**src/rtl/seg_pkg.sv**
```systemverilog
// Shared types and widths for the serial 7-seg/LED shift-chain sequencer.
package seg_pkg;
    localparam int SEG_BYTE_W = 8;
    localparam int SCAN_W     = 3;
    localparam int HEXS_W     = 32;

    typedef enum logic [2:0] {
        IDLE,
        LOAD,
        LOW,
        HIGH,
        LATCH,
        DONE
    } seg_state_e;
endpackage

```
**src/rtl/seg_shift_ctrl_if.sv**
```systemverilog
// Host/mapper/pin bundle of seg_shift_ctrl; the sequencer uses the slave side.
interface seg_shift_ctrl_if;
    import seg_pkg::*;

    logic                  start;
    logic [HEXS_W-1:0]     hexs;
    logic [SEG_BYTE_W-1:0] seg_byte;
    logic [HEXS_W-1:0]     hexs_q;
    logic [SCAN_W-1:0]     scan;
    logic                  sclk;
    logic                  sdata;
    logic                  sload;
    logic                  busy;
    logic                  done;

    modport master (
        output start, hexs, seg_byte,
        input  hexs_q, scan, sclk, sdata, sload, busy, done
    );

    modport slave (
        input  start, hexs, seg_byte,
        output hexs_q, scan, sclk, sdata, sload, busy, done
    );
endinterface

```
**src/rtl/seg_clk_div.sv**
```systemverilog
// Half-period timer: reload starts a CLK_DIV-cycle interval, tick marks its last cycle.
module seg_clk_div #(
    parameter int CLK_DIV = 4
) (
    input  logic clk,
    input  logic rst_n,
    input  logic reload,
    output logic tick
);
    localparam logic [7:0] RELOAD_VAL = 8'(CLK_DIV - 1);

    logic [7:0] cnt_q, cnt_d;

    always_comb begin
        cnt_d = cnt_q;
        if (reload) begin
            cnt_d = RELOAD_VAL;
        end else if (cnt_q != 8'd0) begin
            cnt_d = cnt_q - 8'd1;
        end
    end

    always_ff @(posedge clk or negedge rst_n) begin
        if (!rst_n) begin
            cnt_q <= 8'd0;
        end else begin
            cnt_q <= cnt_d;
        end
    end

    // Counter parks at zero, so an interval never wraps past its end.
    assign tick = (cnt_q == 8'd0);
endmodule

```
**src/rtl/seg_shift_ctrl.sv**
```systemverilog
// Frame sequencer for the serial 7-seg shift chain: byte phases MSB-first, then latch.
// Optional `SEG_AUTO_REFRESH_EN adds a self-starting refresh timer in IDLE.
module seg_shift_ctrl
    import seg_pkg::*;
#(
    parameter int CLK_DIV   = 4,
    parameter int NUM_BYTES = 4,
    parameter int REFRESH   = 50000
) (
    input  logic             clk,
    input  logic             rst_n,
    seg_shift_ctrl_if.slave  bus
);
    if (CLK_DIV < 1 || CLK_DIV > 255 || NUM_BYTES < 1 || NUM_BYTES > 4 || REFRESH < 1) begin : g_bad_param
        $error("seg_shift_ctrl: parameter out of legal range");
    end

    localparam logic [SCAN_W-1:0] SCAN_LAST = SCAN_W'(NUM_BYTES - 1);

    seg_state_e            state_q, state_d;
    logic [SEG_BYTE_W-1:0] shreg_q, shreg_d;
    logic [2:0]            bit_cnt_q, bit_cnt_d;
    logic [SCAN_W-1:0]     scan_q, scan_d;
    logic [HEXS_W-1:0]     hexs_q, hexs_d;
    logic                  sclk_q, sclk_d;
    logic                  sdata_q, sdata_d;
    logic                  sload_q, sload_d;
    logic                  busy_q, busy_d;
    logic                  done_q, done_d;
    logic                  armed_q, armed_d;
    logic                  tick;
    logic                  frame_start;
    logic                  auto_start;

    // Every state entry restarts the half-period timer.
    seg_clk_div #(.CLK_DIV(CLK_DIV)) u_clk_div (
        .clk    (clk),
        .rst_n  (rst_n),
        .reload (state_d != state_q),
        .tick   (tick)
    );

    // armed_q blocks a start seen on the first edge after reset release.
    assign armed_d     = 1'b1;
    assign frame_start = armed_q && (state_q == IDLE) && (bus.start || auto_start);

`ifdef SEG_AUTO_REFRESH_EN
    logic [31:0] refresh_q, refresh_d;

    assign auto_start = (refresh_q == 32'(REFRESH - 1));

    always_comb begin
        refresh_d = 32'd0;
        if ((state_q == IDLE) && !frame_start) begin
            refresh_d = refresh_q + 32'd1;
        end
    end

    always_ff @(posedge clk or negedge rst_n) begin
        if (!rst_n) begin
            refresh_q <= 32'd0;
        end else begin
            refresh_q <= refresh_d;
        end
    end
`else
    assign auto_start = 1'b0;
`endif

    always_comb begin
        state_d   = state_q;
        shreg_d   = shreg_q;
        bit_cnt_d = bit_cnt_q;
        scan_d    = scan_q;
        hexs_d    = hexs_q;
        busy_d    = busy_q;
        done_d    = 1'b0;
        case (state_q)
            IDLE: begin
                if (frame_start) begin
                    hexs_d  = bus.hexs;
                    scan_d  = SCAN_LAST;
                    busy_d  = 1'b1;
                    state_d = LOAD;
                end
            end
            LOAD: begin
                shreg_d   = bus.seg_byte;
                bit_cnt_d = 3'd7;
                state_d   = LOW;
            end
            LOW: begin
                if (tick) state_d = HIGH;
            end
            HIGH: begin
                if (tick) begin
                    shreg_d = {shreg_q[SEG_BYTE_W-2:0], 1'b0};
                    if (bit_cnt_q != 3'd0) begin
                        bit_cnt_d = bit_cnt_q - 3'd1;
                        state_d   = LOW;
                    end else if (scan_q != '0) begin
                        scan_d  = scan_q - SCAN_W'(1);
                        state_d = LOAD;
                    end else begin
                        state_d = LATCH;
                    end
                end
            end
            LATCH: begin
                if (tick) state_d = DONE;
            end
            DONE: begin
                busy_d  = 1'b0;
                done_d  = 1'b1;
                state_d = IDLE;
            end
            default: state_d = IDLE;
        endcase

        // Pin outputs are registered from the next state so they line up with it.
        sclk_d  = (state_d == HIGH);
        sload_d = (state_d == LATCH);
        sdata_d = 1'b0;
        if (state_d == LOW) begin
            sdata_d = shreg_d[SEG_BYTE_W-1];
        end else if (state_d == HIGH) begin
            sdata_d = sdata_q;
        end
    end

    always_ff @(posedge clk or negedge rst_n) begin
        if (!rst_n) begin
            state_q   <= IDLE;
            shreg_q   <= '0;
            bit_cnt_q <= 3'd0;
            scan_q    <= '0;
            hexs_q    <= '0;
            sclk_q    <= 1'b0;
            sdata_q   <= 1'b0;
            sload_q   <= 1'b0;
            busy_q    <= 1'b0;
            done_q    <= 1'b0;
            armed_q   <= 1'b0;
        end else begin
            state_q   <= state_d;
            shreg_q   <= shreg_d;
            bit_cnt_q <= bit_cnt_d;
            scan_q    <= scan_d;
            hexs_q    <= hexs_d;
            sclk_q    <= sclk_d;
            sdata_q   <= sdata_d;
            sload_q   <= sload_d;
            busy_q    <= busy_d;
            done_q    <= done_d;
            armed_q   <= armed_d;
        end
    end

    assign bus.hexs_q = hexs_q;
    assign bus.scan   = scan_q;
    assign bus.sclk   = sclk_q;
    assign bus.sdata  = sdata_q;
    assign bus.sload  = sload_q;
    assign bus.busy   = busy_q;
    assign bus.done   = done_q;
endmodule
```
**src/flat_wrapper.sv**
```systemverilog
// flat-port wrapper written by rule: the top's interface ports become plain ports
module seg_shift_ctrl_flat import seg_pkg::*;
#(
    parameter int CLK_DIV   = 4,
    parameter int NUM_BYTES = 4,
    parameter int REFRESH   = 50000
)
  (clk, rst_n, bus_start, bus_hexs, bus_seg_byte, bus_hexs_q, bus_scan, bus_sclk, bus_sdata, bus_sload, bus_busy, bus_done);
  seg_shift_ctrl_if bus_i ();
  input  logic clk;
  input  logic rst_n;
  input wire logic [$bits(bus_i.start)-1:0] bus_start;
  input wire logic [$bits(bus_i.hexs)-1:0] bus_hexs;
  input wire logic [$bits(bus_i.seg_byte)-1:0] bus_seg_byte;
  output wire logic [$bits(bus_i.hexs_q)-1:0] bus_hexs_q;
  output wire logic [$bits(bus_i.scan)-1:0] bus_scan;
  output wire logic [$bits(bus_i.sclk)-1:0] bus_sclk;
  output wire logic [$bits(bus_i.sdata)-1:0] bus_sdata;
  output wire logic [$bits(bus_i.sload)-1:0] bus_sload;
  output wire logic [$bits(bus_i.busy)-1:0] bus_busy;
  output wire logic [$bits(bus_i.done)-1:0] bus_done;
  assign bus_i.start = bus_start;
  assign bus_i.hexs = bus_hexs;
  assign bus_i.seg_byte = bus_seg_byte;
  assign bus_hexs_q = bus_i.hexs_q;
  assign bus_scan = bus_i.scan;
  assign bus_sclk = bus_i.sclk;
  assign bus_sdata = bus_i.sdata;
  assign bus_sload = bus_i.sload;
  assign bus_busy = bus_i.busy;
  assign bus_done = bus_i.done;
  seg_shift_ctrl #(.CLK_DIV(CLK_DIV), .NUM_BYTES(NUM_BYTES), .REFRESH(REFRESH)) u_core (.clk(clk), .rst_n(rst_n), .bus(bus_i));
endmodule
```
**config.mk**
```make
export PLATFORM = sky130hd
export DESIGN_NAME = seg_shift_ctrl_flat
export DESIGN_NICKNAME = d
export VERILOG_FILES = /design/src/rtl/seg_pkg.sv /design/src/rtl/seg_shift_ctrl_if.sv /design/src/rtl/seg_clk_div.sv /design/src/rtl/seg_shift_ctrl.sv /design/src/flat_wrapper.sv
export SDC_FILE = /design/constraint.sdc
export NUM_CORES = 1
export LEC_CHECK = 0
export ABC_AREA = 0
export BUFFER_PORTS_ARGS = -buffer_cell sky130_fd_sc_hd__buf_2
export CAP_MARGIN = 10
export CORE_MARGIN = 2
export CORE_UTILIZATION = 55
export DETAILED_ROUTE_END_ITERATION = 7
export MAX_ROUTING_LAYER = met4
export PLACE_DENSITY = 0.82
export SYNTH_ARGS = -nofsm -noshare
export SYNTH_HDL_FRONTEND = slang
export SYNTH_HIERARCHICAL = 1
export SYNTH_SLANG_ARGS = --single-unit
```
**constraint.sdc**
```tcl
create_clock -name clk -period 6.29 [get_ports clk]
set_input_delay 0.3145 -clock clk [delete_from_list [all_inputs] [get_ports clk]]
set_output_delay 0.3145 -clock clk [all_outputs]
set_load 0.005 [all_outputs]
```
---- Word-level counts from Yosys, hierarchy flattened ----
Cells that the tools add are included.
operators by class
  reductions and logical operators ........ 16
  equality and inequality tests ........... 15
  multiplexer cells ....................... 24
  add/sub/neg operators ................... 3
operator list
  cell                                                    number
  two-way mux 3 bit                                       12
  two-way mux 8 bit                                       3
  one-hot mux 8 bit (2 select lines)                      1
  one-hot mux 3 bit (5 select lines)                      1
  == test 3 x 2 -> 1 bit (second input constant)          4
  one-hot mux 3 bit (2 select lines)                      2
  == test 3 bit (second input constant)                   3
  logical NOT 8 bit                                       1
  inequality test 2 x 1 -> 1 bit (second input constant)  4
  nonzero test 2 bit                                      4
  nonzero test 8 bit                                      1
  subtractor 8 x 1 -> 8 bit (second input constant)       1
  AND reduction 2 bit                                     3
  nonzero test 3 bit                                      2
  subtractor 3 x 1 -> 3 bit (second input constant)       2
  AND reduction 5 bit                                     1
  two-way mux 1 bit                                       4
  inequality test 2 bit (second input constant)           2
  == test 3 x 1 -> 1 bit (second input constant)          1
  logical NOT 3 bit                                       1
  inequality test 3 bit                                   1
  AND reduction 3 bit                                     1
  logical AND 1 bit                                       2
  one-hot mux 1 bit (2 select lines)                      1
word-level totals
  output and inout port bits .............. 40
  bits of input ports ..................... 43
  bits in registers ....................... 63
  word-level logic and storage cells ...... 71

---- Longest topological paths before layout ----
Gate-level depths: netlist of run 1.
  depth in word-level cells ............... 8
  gate-level depth with buffers ........... 12
  gate-level depth less buffers ........... 10

---- By module ----
The synthesis of run 1 kept the hierarchy.
modules (own cells, without submodules)
  module          sequential area each (um^2)  instances  cells an instance  area an instance (um^2)
  seg_shift_ctrl  1376.3                       1          264                2447.3
  seg_clk_div     200.2                        1          43                 430.4

---- Least setup slack after synthesis of run 1 ----
Ideal clock, no wire load.
  kind .................................... register to register
  start point ............................. reg u_core.u_clk_div.cnt_q[0]
  end point ............................... reg u_core.u_clk_div.cnt_q[2]
  library setup time ...................... 0.134 ns
  period minus slack after synthesis ...... 2.582 ns
  path buffers ............................ 2
  arrival time ............................ 2.447 ns
  stages on the path, launching flop included .. 13
  data required time ...................... 6.156 ns
  slack ................................... 3.708 ns
  cells stage by stage .................... dfrtp_1 inv_1 ha_1 nor4b_1 and2_1 buf_2 inv_1 a22oi_1 nor2_1 a21oi_1 clkbuf_1 or3b_2 o22ai_1
between the ends
  longest elaborated chain between the ends .. 5
  elaborated cells on any way between the ends .. 11
  classes of those cells .................. add/sub (1); eq/ne (1); mux (6); reduce/logical (3)
RTL lines
  element                                                         RTL line                                                           source
  start, declared                                                 seg_clk_div.sv:12                                                  logic [7:0] cnt_q, cnt_d;
  start signal, assigned                                          seg_clk_div.sv:27                                                  cnt_q <= cnt_d;
  logical NOT 8 bit (*)                                           seg_clk_div.sv:32                                                  assign tick = (cnt_q == 8'd0);
  named net u_core.tick                                           seg_shift_ctrl.sv:31                                               logic tick;
  two-way mux 3 bit (on tied branches)                            seg_shift_ctrl.sv:110, seg_shift_ctrl.sv:93, seg_shift_ctrl.sv:96
  one-hot mux 3 bit (5 select lines) (*)                          seg_shift_ctrl.sv:78                                               case (state_q)
  inequality test 3 bit (*)                                       seg_shift_ctrl.sv:39                                               .reload (state_d != state_q),
  two-way mux 8 bit / nonzero test 2 bit (equally long branches)  -
The timed path passes the listed nets; every way through them passes the cells marked *. The select of a mux whose other input is x is not followed.
A chain may end at the register's enable or synchronous reset.

---- Final worst setup path of run 1 ----
Same ends and word-level chain as after synthesis.

==> results of run 1 <==
[metrics by stage]
step	area (um2)	power, W	hold WS (ps)	setup slack [ps]
finish	3480	0.00156	132	2510
global route	3480	0.00169	153	2110
CTS	3480	0.00158	152	2500
detailed placement	3320	0.00128	458	2510
global placement	3320	0.00124	453	2730
floorplan	2880	0.00107	18.9	3710
[worst paths after layout]
path	start	to	slack (ps)	cells after the start
hold / removal	rst_n	u_core/shreg_q[4]	130	2
max in group asynchronous	rst_n	u_core/bus.hexs_q[18]	5640	2
setup reg to reg	u_core/u_clk_div/cnt_q[0]	u_core/u_clk_div/cnt_q[2]	2510	10
setup / recovery	u_core/u_clk_div/cnt_q[0]	u_core/u_clk_div/cnt_q[2]	2510	10
hold reg to reg	u_core/bus.hexs_q[3]	u_core/bus.hexs_q[3]	470	2
min in group clk	bus_hexs[10]	u_core/bus.hexs_q[10]	160	3
[cells by family after synthesis]
kind of cell,synth area share
flip-flops,0.548
buffers and inverters,0.0413
adder cells (fa/ha/maj),0.0217
AO/OA/AOI/OAI,0.127
AND/OR/NAND/NOR,0.260
other,0.00130
[cells in the mapped netlist (all sizes together)]
master	n
a31o	1
a21oi	19
or2b	1
nor2b	1
and2	2
ha	5
nand2	106
buf	9
nand4	1
a221oi	1
clkbuf	6
o21ai	15
a21o	1
o221a	1
nor4b	1
o22a	2
a31oi	1
dfrtp	63
a22oi	2
and4	1
or4b	2
and2b	1
a22o	1
o22ai	8
nor3	3
and4bb	1
or3b	3
nand3b	6
nor2	14
a211o	1
nand3	4
inv	12
a2111o	1
or3	3
a32o	1
conb	1
o31ai	2
a211oi	1
or4	2
nor4	1
[per-layer routing]
metal  vias up  wire, um  track usage
li1       1193         -            -
met5         -         0            -
met4         0       140        0.120
met2        80      2900        0.373
met3        12       285       0.0569
met1      1166      2640        0.272
[power by group]
part | leakage (nW) | internal (W) | switching, W
Sequential | 0.799 | 0.000571 | 0.000128
Combinational | 0.939 | 0.000269 | 0.000302
Clock | 0.0781 | 0.000140 | 0.000151
Total | 1.82 | 0.000981 | 0.000582
[critical path: cells and delay by family (launching register included)]
family / cells / cell delay [ps]
AO/OA/AOI/OAI: 3 / 900
adder cells (fa/ha/maj): 1 / 240
buffers and inverters: 2 / 320
AND/OR/NAND/NOR: 4 / 1730
flip-flops: 1 / 410
[registers in the layout, indices dropped and copies added, names as in the netlist]
name                    count
u_core/bus.done             1
u_core/shreg_q              8
u_core/bus.sdata            1
u_core/bus.sload            1
u_core/bit_cnt_q            3
u_core/armed_q              1
u_core/state_q              3
u_core/bus.scan             3
u_core/bus.sclk             1
u_core/u_clk_div/cnt_q      8
u_core/bus.hexs_q          32
u_core/bus.busy             1
[cell usage in the layout (no fill, tap or decap), types with 3 or more instances in the layout]
cell type,synthesis,routed
buf_2,8,82
dfrtp_1,63,63
o22ai_1,8,8
clkbuf_8,0,9
a21oi_1,18,18
nand3b_1,6,6
clkinvlp_4,0,3
inv_2,3,3
nor2_1,13,13
or3_1,3,3
o21ai_0,13,13
nand2_1,105,105
clkinv_2,0,3
nand3_1,4,4
ha_1,5,5
inv_1,9,9
[final cells by class]
| cell class | count | share of cell area |
|---|---|---|
| Sequential cell | 63 | 0.453 |
| Multi-Input combinational cell | 217 | 0.340 |
| Timing Repair Buffer | 84 | 0.122 |
| Clock buffer | 10 | 0.0367 |
| Tap cell | 70 | 0.0252 |
| Inverter | 12 | 0.0129 |
| Clock inverter | 6 | 0.0108 |
==> results by group, run 1 <==
GRT
  – Remaining global-route overflow: 0
  – Number of global-route vias before repair: between 2000 and 2500
  – Pin count of the biggest net entering global routing: between 60 and 70
  – GRT Total Usage: 0.232
  – First-pass GRT wire length: 10.4 mm
  – Initial antenna violation count: 0

Critical path
  – Worst Path Required: 6460 ps
  – Most Frequent Cell on Critical Path: inv_1
  – Critical-path cell list: inv_1 > ha_1 > nor4b_1 > and2_1 > inv_1 > a22oi_1 > nor2_1 > a21oi_1 > or3b_2 > o22ai_1
  – Crit Path Class: reg2reg
  – Crit-path max FO: 29
  – Slowest cell delay on critical path: 810 ps
  – Worst Setup End Kind: flip-flop
  – CP max-delay cell: and2_1
  – Worst EP arrival: 3950 ps
  – Crit start category: flip-flop

Synth
  – Syn nets: between 300 and 400
  – Post-synth top area share: 0.548
  – Count of cell types in the netlist: between 40 and 50
  – Synth area leader: dfrtp_1
  – Syn avg cell area: 9.37 um2
  – Sequential fraction of the synthesis area: 0.548
  – Synth warn: 6
  – Dominant cells by area after synthesis: dfrtp_1 55%, nand2_1 14%, a21oi_1 3.1%
  – Mapped Area: between 2000 and 3000 um2
  – Synth Instances: roughly 310
  – #FFs+latches synth: 63

Final layout
  – Ratio of cells with drive above 1 in the final layout: 0.293
  – Layout Nets: 435
  – Area Overhead vs Synth: 21.0%
  – FILL cells: between 400 and 500
  – Antenna cells: 0
  – Area occupied by multi-input gates: 1180 um2
  – Final instance count without filler cells: 462
  – Sequential cell area: 1580 um2
  – Final Util: 0.686

Routing
  – WL/cell: 12.9 um
  – DRC: 0
  – DRT Pass-1 Iters: 4
  – Vias per inst: between 5 and 6
  – DRT Wirelength: 5.97 mm
  – Vias: 2451
  – DR iter-0 viols: 169
  – Antenna Violating Nets Remaining: 0

STA
  – Max-Slew Margin vs Limit: 0.415
  – Total negative slack: 0 ps
  – Max-slew violations: 0
  – Final Hold Vio Count: 0
  – Max Clk Rate: 0.264 GHz
  – Clock Skew: 9.17 ps
  – Final cycle utilization of the critical path: 0.602
  – Post-route minimum period: 3780 ps
  – RSZ-0062 raised after global routing: false
  – Worst slew pin tran: 877 ps
  – Final setup viols: 0

Status
  – Status: finished, final reports clean

Power and ir drop
  – Power Density: around 450 nW/um2
  – Maximum VDD drop: approximately 210 uV
  – Pleak: approximately 1.8 nW

Clocking
  – Clock latency on the worst-skew pair: 330 ps
  – Postcts setup bufs: 0
  – Hold-fix buffer count after cts: 0
  – CTS tree: done
  – CTS root buf: clkbuf_8
  – PostCTS Resize Cnt: 0
  – TritonCTS Sinks: 63
  – Reg clk slew, reported paths: 70 ps
  – Clock Path Buffers: 2
  – CTS Buf Count: 9
  – CTS HTree Levels: 3

Floorplan
  – Initial core utilization: 0.567
  – Vert. Die Dim: around 76 um
  – Die width: roughly 76 um
  – Die area: just under 6000 um2
  – IO Count: 83
  – # rows: 26
  – Core Area: 5070 um2

Flow run
  – Max-Cap Viols: 0

Placed design
  – Placed Cells: 446
  – HPWL after DPL: 4.07 mm
  – RD Place Congestion: about 0.82
  – PortBufs: 82

Worst hold path
  – Hold Crit Class: in2async
Power figures use the tool's default switching activity.
==> run 2, diff against run 1 <==
CORE_UTILIZATION = 51   (was 55)
PLACE_DENSITY = 0.77   (was 0.82)
clock period = 3.5 ns   (was 6.29 ns; I/O delays follow)
==> run 2 against run 1 <==
Compared with the run above: final area up 1.5%; clock skew down 3.2 ps; via count down 1.3%; routed wire length up 0.77%; core utilization down 4.1 points; register-to-register slack worse by 1500 ps; hold slack worse by 110 ps; fmax up 49%; non-clock buffer count up 3; first-iteration DRC count down 31%; highest routed layer unchanged.
==> results by group, run 2 (synthesis results as in run 1) <==
Clocking
  – CTS HTree Levels: 3 (unchanged)
  – Reg clk slew, reported paths: 70 ps (about the same)
  – Clock Path Buffers: 2 (unchanged)
  – Clock latency on the worst-skew pair: 330 ps (about the same)
  – CTS Buf Count: 9 (unchanged)
  – CTS tree: done
  – CTS root buf: clkbuf_8
  – TritonCTS Sinks: 63 (unchanged)
  – Postcts setup bufs: 0 (unchanged)

Flow run
  – Max-Cap Viols: 0 (unchanged)

STA
  – Clock Skew: 5.97 ps (-3.20 ps)
  – RSZ-0062 raised after global routing: false
  – Total negative slack: 0 ps (unchanged)
  – Worst hold margin: 27.1 ps (-105 ps)
  – Max-Slew Margin vs Limit: 0.449 (+0.0336)
  – Final cycle utilization of the critical path: 0.726 (+0.125)
  – Post-route minimum period: 2540 ps (-1240 ps)
  – Worst slew pin tran: 827 ps (-50.4 ps)
  – Final setup viols: 0 (unchanged)
  – Max-slew violations: 0 (unchanged)
  – Final Hold Vio Count: 0 (unchanged)
  – Max Clk Rate: 0.393 GHz (+49%)

Placed design
  – HPWL after DPL: 4.12 mm (+1.3%)
  – RD Place Congestion: 0.865 (+6.1%)
  – Placed Area: 3330 um2 (+0.53%)
  – PortBufs: 82 (unchanged)

Critical path
  – Crit start category: flip-flop
  – Worst Path Required: 3690 ps (-2770 ps)
  – Worst Setup End Kind: flip-flop
  – Crit Path Class: reg2reg
  – Worst EP arrival: 2730 ps (-1220 ps)
  – Slowest cell delay on critical path: 550 ps (-260 ps)
  – Most Frequent Cell on Critical Path: inv_1
  – CP max-delay cell: a21oi_1
  – Critical-path cell list: inv_1 > ha_1 > nor4b_1 > and2_1 > inv_1 > a22oi_1 > nor2_1 > a21oi_1 > or3b_2 > o22ai_1
  – Crit-path max FO: 10 (-66%)

Floorplan
  – Die width: 79.1 um (+3.6%)
  – # rows: 27 (+3.8%)
  – Core Area: 5470 um2 (+7.8%)
  – Die area: 6260 um2 (+7.4%)
  – Initial core utilization: 0.526 (-0.0412)
  – IO Count: 83 (unchanged)
  – Vert. Die Dim: 79.1 um (+3.6%)

Routing
  – Vias per inst: 5.18 (-2.4%)
  – WL/cell: 12.9 um (-0.31%)
  – Antenna Violating Nets Remaining: 0 (unchanged)
  – DRC: 0 (unchanged)
  – DR iter-0 viols: 116 (-31%)
  – Vias: 2419 (-1.3%)
  – DRT Pass-1 Iters: 4 (unchanged)
  – DRT Wirelength: 6.01 mm (+0.77%)

Status
  – Status: finished, final reports clean

Final layout
  – Max reg flops: 32 (unchanged)
  – Area occupied by multi-input gates: 1180 um2 (unchanged)
  – FILL cells: 471 (+16%)
  – Final Util: 0.646 (-0.0405)
  – Post-Layout Inst Area: 3530 um2 (+1.5%)
  – Antenna cells: 0 (unchanged)
  – Most frequent cells in the layout: 105 x nand2_1, 82 x buf_2, 63 x dfrtp_1
  – Largest Register: u_core/bus.hexs_q
  – Sequential cell area: 1580 um2 (unchanged)
  – Area Overhead vs Synth: 22.8%
  – Ratio of cells with drive above 1 in the final layout: 0.296 (+0.00284)
  – Largest registers: u_core/bus.hexs_q x32, u_core/shreg_q x8, u_core/u_clk_div/cnt_q x8
  – Most common cell after layout, fill and taps aside: nand2_1
  – Layout Nets: 438 (+0.69%)

Worst hold path
  – Hold Crit Class: in2reg

GRT
  – Pin count of the biggest net entering global routing: 37 (-42%)
  – First-pass GRT wire length: 10.4 mm (+0.27%)
  – Initial antenna violation count: 0 (unchanged)
  – Number of global-route vias before repair: 2418 (+0.46%)
  – GRT Total Usage: 0.220 (-0.0117)
  – Remaining global-route overflow: 0 (unchanged)

Power and ir drop
  – Overall power: 0.00288 W (+85%)
  – Power Density: 816 nW/um2 (+82%)
  – Pleak: 1.85 nW (+1.8%)
  – Maximum VDD drop: 460 uV (+120%)
## run 2: cell type report
type                            count  share of cell area
Multi-Input combinational cell    217               0.335
Timing Repair Buffer               87               0.127
Tap cell                           72              0.0255
Sequential cell                    63               0.446
Clock inverter                      6              0.0174
Clock buffer                       10              0.0361
Inverter                           12              0.0127
## run 2: repair_timing
| action | 4_1_cts | 5_1_grt |
|---|---|---|
| hold buffers | 1 | 0 |
| hold endpoints to repair | 27 | 0 |
| resized for setup | 0 | 0 |
## run 2: per-stage QoR
stage | worst slack (ps) | instances
finish | 958 | 467
global route | 567 | 467
CTS | 918 | 467
detailed placement | 936 | 450
global placement | 1020 | 450
floorplan | 918 | 307
## run 2: worst paths after layout
kind                                      startpoint                   endpoint  slack, ps  cells after the start
max                        u_core/u_clk_div/cnt_q[0]  u_core/u_clk_div/cnt_q[2]        960                     10
min                                      bus_hexs[9]       u_core/bus.hexs_q[9]         30                      3
max reg2reg                u_core/u_clk_div/cnt_q[0]  u_core/u_clk_div/cnt_q[2]        960                     10
min reg2reg                    u_core/bus.hexs_q[22]      u_core/bus.hexs_q[22]        470                      2
max in group asynchronous                      rst_n      u_core/bus.hexs_q[13]       2230                      3
min in group asynchronous                      rst_n          u_core/shreg_q[5]        390                      2
## run 2: power breakdown
part	internal (W)	switching (W)	total, W
clock	0.000326	0.000275	0.000601
sequential	0.00103	0.000227	0.00125
combinational	0.000492	0.000538	0.00103
## run 2: layer usage
layer  vias up  track usage  routed length [um]
met2        54        0.349                2890
met5         -            -                   0
li1       1196            -                   -
met1      1160        0.274                2740
met4         0        0.102                  89
met3         9       0.0455                 295
## run 2: critical path, delay by kind of cell (launching register included)
kind | cells | cell delay [ps]
DFF | 1 | 400
AOI/OAI and AO/OA | 3 | 810
buffers and inverters | 2 | 170
adders and majority gates | 1 | 230
and+or+nand+nor | 4 | 790
==> run 3, diff against run 2 <==
ABC_AREA = 1   (was 0)
CORE_UTILIZATION = 52   (was 51)
PLACE_DENSITY = 0.78   (was 0.77)
clock period = 2.55 ns   (was 3.5 ns; I/O delays follow)
==> run 3 against run 2 <==
Compared with the run above: clock-buffer cell count shrank 1; non-clock buffer count grew 27; global-route usage grew 1.4 points; clock skew grew 6.9 ps; register-to-register slack lost 650 ps; core utilization grew 7.4 points; die area grew 0.61%; synthesized cell count shrank 16%; final area grew 12%; critical path type unchanged; critical endpoint is now u_core/u_clk_div/cnt_q[7].
==> results by group, run 3 <==
Critical path
  – WP buf/inv: 1 (-1)
  – Critical-path cell list: inv_1 > ha_1 > nand3_4 > nor2_4 > nor2_1 > a21oi_2 > nand2_1 > nand2_1 > nand3_2 > nor3_4 > nor2_1
  – Reg2Reg Depth: 11 (+1)
  – Crit Path Class: reg2reg
  – Worst Setup End Kind: flip-flop
  – Flop-to-flop setup slack: 310 ps (-650 ps)
  – Worst EP arrival: 2460 ps (-270 ps)
  – Worst setup path startpoint: u_core/u_clk_div/cnt_q[0]
  – Crit start category: flip-flop
  – Worst Path Required: 2770 ps (-920 ps)
  – CP max-delay cell: dfrtp_1
  – Delay-heaviest family, CP: simple AND/OR/NAND/NOR gates
  – Slowest cell delay on critical path: 390 ps (-160 ps)
  – R2R Path Start: u_core/u_clk_div/cnt_q[0]
  – R2r endpoint: u_core/u_clk_div/cnt_q[7]
  – Crit-path max FO: 8 (-2)

STA
  – Final setup viols: 0 (unchanged)
  – RSZ-0062 raised after global routing: false
  – Max-Slew Margin vs Limit: 0.614 (+0.165)
  – Total negative slack: 0 ps (unchanged)
  – Max Clk Rate: 0.446 GHz (+13%)
  – Final Hold Vio Count: 0 (unchanged)
  – Final cycle utilization of the critical path: 0.879 (+0.153)
  – Worst hold margin: 15.1 ps (-12.0 ps)
  – Final setup margin: 307 ps (-650 ps)
  – Worst slew pin tran: 579 ps (-248 ps)
  – Clock Skew: 12.9 ps (+6.94 ps)
  – Post-route minimum period: 2240 ps (-300 ps)
  – Max-slew violations: 0 (unchanged)

Floorplan
  – Vert. Die Dim: 79.4 um (+0.30%)
  – # rows: 27 (unchanged)
  – Die width: 79.4 um (+0.30%)
  – Initial core utilization: 0.536 (+0.0104)
  – Core Area: 5510 um2 (+0.62%)
  – Die area: 6300 um2 (+0.61%)
  – IO Count: 83 (unchanged)

Clocking
  – CTS Buf Count: 9 (unchanged)
  – CTS HTree Levels: 3 (unchanged)
  – CTS tree: done
  – Clock latency on the worst-skew pair: 350 ps (+20 ps)
  – CTS root buf: clkbuf_8
  – Reg clk slew, reported paths: 70 ps (about the same)
  – Clock Path Buffers: 2 (unchanged)
  – TritonCTS Sinks: 63 (unchanged)

Routing
  – DRT Wirelength: 6.82 mm (+13%)
  – Antenna Violating Nets Remaining: 0 (unchanged)
  – WL/cell: 15.1 um (+17%)
  – DRT Pass-1 Iters: 4 (unchanged)
  – Vias per inst: 5.06 (-2.4%)
  – Vias: 2290 (-5.3%)
  – DR iter-0 viols: 161 (+39%)
  – DRC: 0 (unchanged)

Power and ir drop
  – Maximum VDD drop: 399 uV (-13%)
  – Pleak: 2.18 nW (+18%)
  – Clock group share of total power: 0.493 (+0.285)
  – Sw Pwr: 0.000459 W (-56%)
  – Sw frac: 0.212 (-0.149)
  – Int Power: 0.00171 W (-7.3%)
  – Sequential power share: 0.463 (+0.028)
  – Power Density: 547 nW/um2 (-33%)
  – Logic pwr share: 0.044 (-0.313)

Placed design
  – RD Place Congestion: 0.769 (-11%)
  – HPWL after DPL: 4.19 mm (+1.8%)
  – PortBufs: 82 (unchanged)
  – Pre-CTS setup slack: 242 ps (-694 ps)

Synth
  – Syn nets: 306 (-14%)
  – Most frequent cell after synthesis: dfrtp_1
  – Top FF cell, synth: dfrtp_1
  – Post-synth top cells: 63 x dfrtp_1, 42 x nand2_1, 29 x mux2_4, 23 x inv_1, 18 x nor2_1
  – Syn avg cell area: 11.4 um2 (+22%)
  – Synth area leader: dfrtp_1
  – Post-synth top area share: 0.534 (-0.0139)
  – Number of flops mapped to enable cells by yosys: 0 (unchanged)
  – Count of cell types in the netlist: 32 (-35%)
  – Synth Instances: 258 (-16%)
  – #FFs+latches synth: 63 (unchanged)
  – Dominant cells by area after synthesis: dfrtp_1 53%, mux2_4 15%, nand2_1 5.3%
  – Synth warn: 6 (unchanged)
  – Sequential fraction of the synthesis area: 0.534 (-0.0139)
  – Mapped Area: 2950 um2 (+2.6%)
  – Synth async-reset ratio: 1.00 (unchanged)

GRT
  – GRT Total Usage: 0.234 (+0.0141)
  – Remaining global-route overflow: 0 (unchanged)
  – Pin count of the biggest net entering global routing: 64 (+73%)
  – Initial antenna violation count: 0 (unchanged)
  – Number of global-route vias before repair: 2232 (-7.7%)
  – First-pass GRT wire length: 10.8 mm (+3.2%)

Final layout
  – Sequential cell area: 1580 um2 (unchanged)
  – Area occupied by multi-input gates: 1230 um2 (+3.8%)
  – Most common cell after layout, fill and taps aside: buf_2
  – Largest Register: u_core/bus.hexs_q
  – Antenna cells: 0 (unchanged)
  – Ratio of cells with drive above 1 in the final layout: 0.409 (+0.113)
  – Most frequent cells in the layout: 82 x buf_2, 63 x dfrtp_1, 42 x nand2_1
  – Largest registers: u_core/bus.hexs_q x32, u_core/shreg_q x8, u_core/u_clk_div/cnt_q x8
  – FILL cells: 395 (-16%)
  – Area Overhead vs Synth: 34.2%
  – Max reg flops: 32 (unchanged)
  – Layout Nets: 424 (-3.2%)

Worst hold path
  – Min-delay src: bus_hexs[19]
  – Hold path depth: 2 (-1)
  – Hold Crit Class: in2reg
  – Hold endpoint: u_core/bus.hexs_q[19]

Flow run
  – Max-Cap Viols: 0 (unchanged)

Status
  – Status: finished, final reports clean
-- run 3: changes by cell type in the layout (fill, tap and decap cells not counted), sizes merged, moves of 6 or more --
| cell | delta |
|---|---|
| o22ai | -8 |
| a21oi | -12 |
| mux2 | +32 |
| nor2 | +11 |
| a32oi | +6 |
| nand3 | +13 |
| dlygate4sd3 | +25 |
| inv | +13 |
| nand2 | -61 |
-- run 3: cell type report --
type,count,share of cell area
flip-flops and latches,63,0.398
multi-input cells,163,0.310
repair buffers,114,0.184
clock buffers,9,0.0313
clock inverters,7,0.0306
inverters,25,0.0237
well taps,72,0.0227
-- run 3: how the worst max path moves through the flow --
| stage | depth (start not counted) | to |
|---|---|---|
| 6_report | 11 | u_core/u_clk_div/cnt_q[7] |
| 5_1_grt | 11 | u_core/u_clk_div/cnt_q[3] |
| 4_1_cts | 11 | u_core/u_clk_div/cnt_q[3] |
| 3_5_place_dp | 11 | u_core/u_clk_div/cnt_q[3] |
| 3_3_place_gp | 11 | u_core/u_clk_div/cnt_q[5] |
| 2_1_floorplan | 12 | u_core/u_clk_div/cnt_q[3] |
-- run 3: repair_timing --
item                                    CTS  global route
gates resized for setup                   0             1
endpoints found under the setup margin    0             4
buffers inserted                          0             0
hold buffers                             23             3
hold endpoints to repair                 85             3
-- run 3: logic make-up (layout without fill, tap and decap cells) --
group / Yosys count / count (layout) / share of synthesized area
AND/OR/NAND/NOR: 95 / 95 / 0.168
flip-flops: 63 / 63 / 0.534
multiplexers: 32 / 32 / 0.159
buffers and inverters: 32 / 155 / 0.0521
AO/OA/AOI/OAI: 28 / 28 / 0.0589
adder cells (fa/ha/maj): 5 / 5 / 0.0212
XOR/XNOR: 2 / 2 / 0.00593
other: 1 / 1 / 0.00127
-- run 3: routing by layer --
metal / track usage / routed length [um]
met2: 0.381 / 3520
met3: 0.0625 / 404
met1: 0.273 / 2740
met5: - / 0
met4: 0.110 / 156
-- run 3: metrics by stage --
| step | area, um2 | std cells | util | total power (W) |
|---|---|---|---|---|
| 2_1_floorplan | 2950 | 258 | - | 0.00103 |
| 3_3_place_gp | 3450 | 411 | 0.627 | 0.00108 |
| 3_5_place_dp | 3450 | 411 | 0.627 | 0.00109 |
| 4_1_cts | 3930 | 450 | 0.713 | 0.00218 |
| 5_1_grt | 3960 | 453 | 0.719 | 0.00224 |
| 6_report | 3960 | 453 | 0.719 | 0.00217 |
-- run 3: power by group through the flow --
stage / Clock (W) / Sequential [W] / Combinational [W]
detailed placement: 0 / 0.00102 / 0.0000623
finish: 0.00107 / 0.00100 / 0.0000952
CTS: 0.00109 / 0.00100 / 0.0000898
floorplan: 0 / 0.00102 / 0.00000605
global route: 0.00114 / 0.00100 / 0.000106
global placement: 0 / 0.00102 / 0.0000607
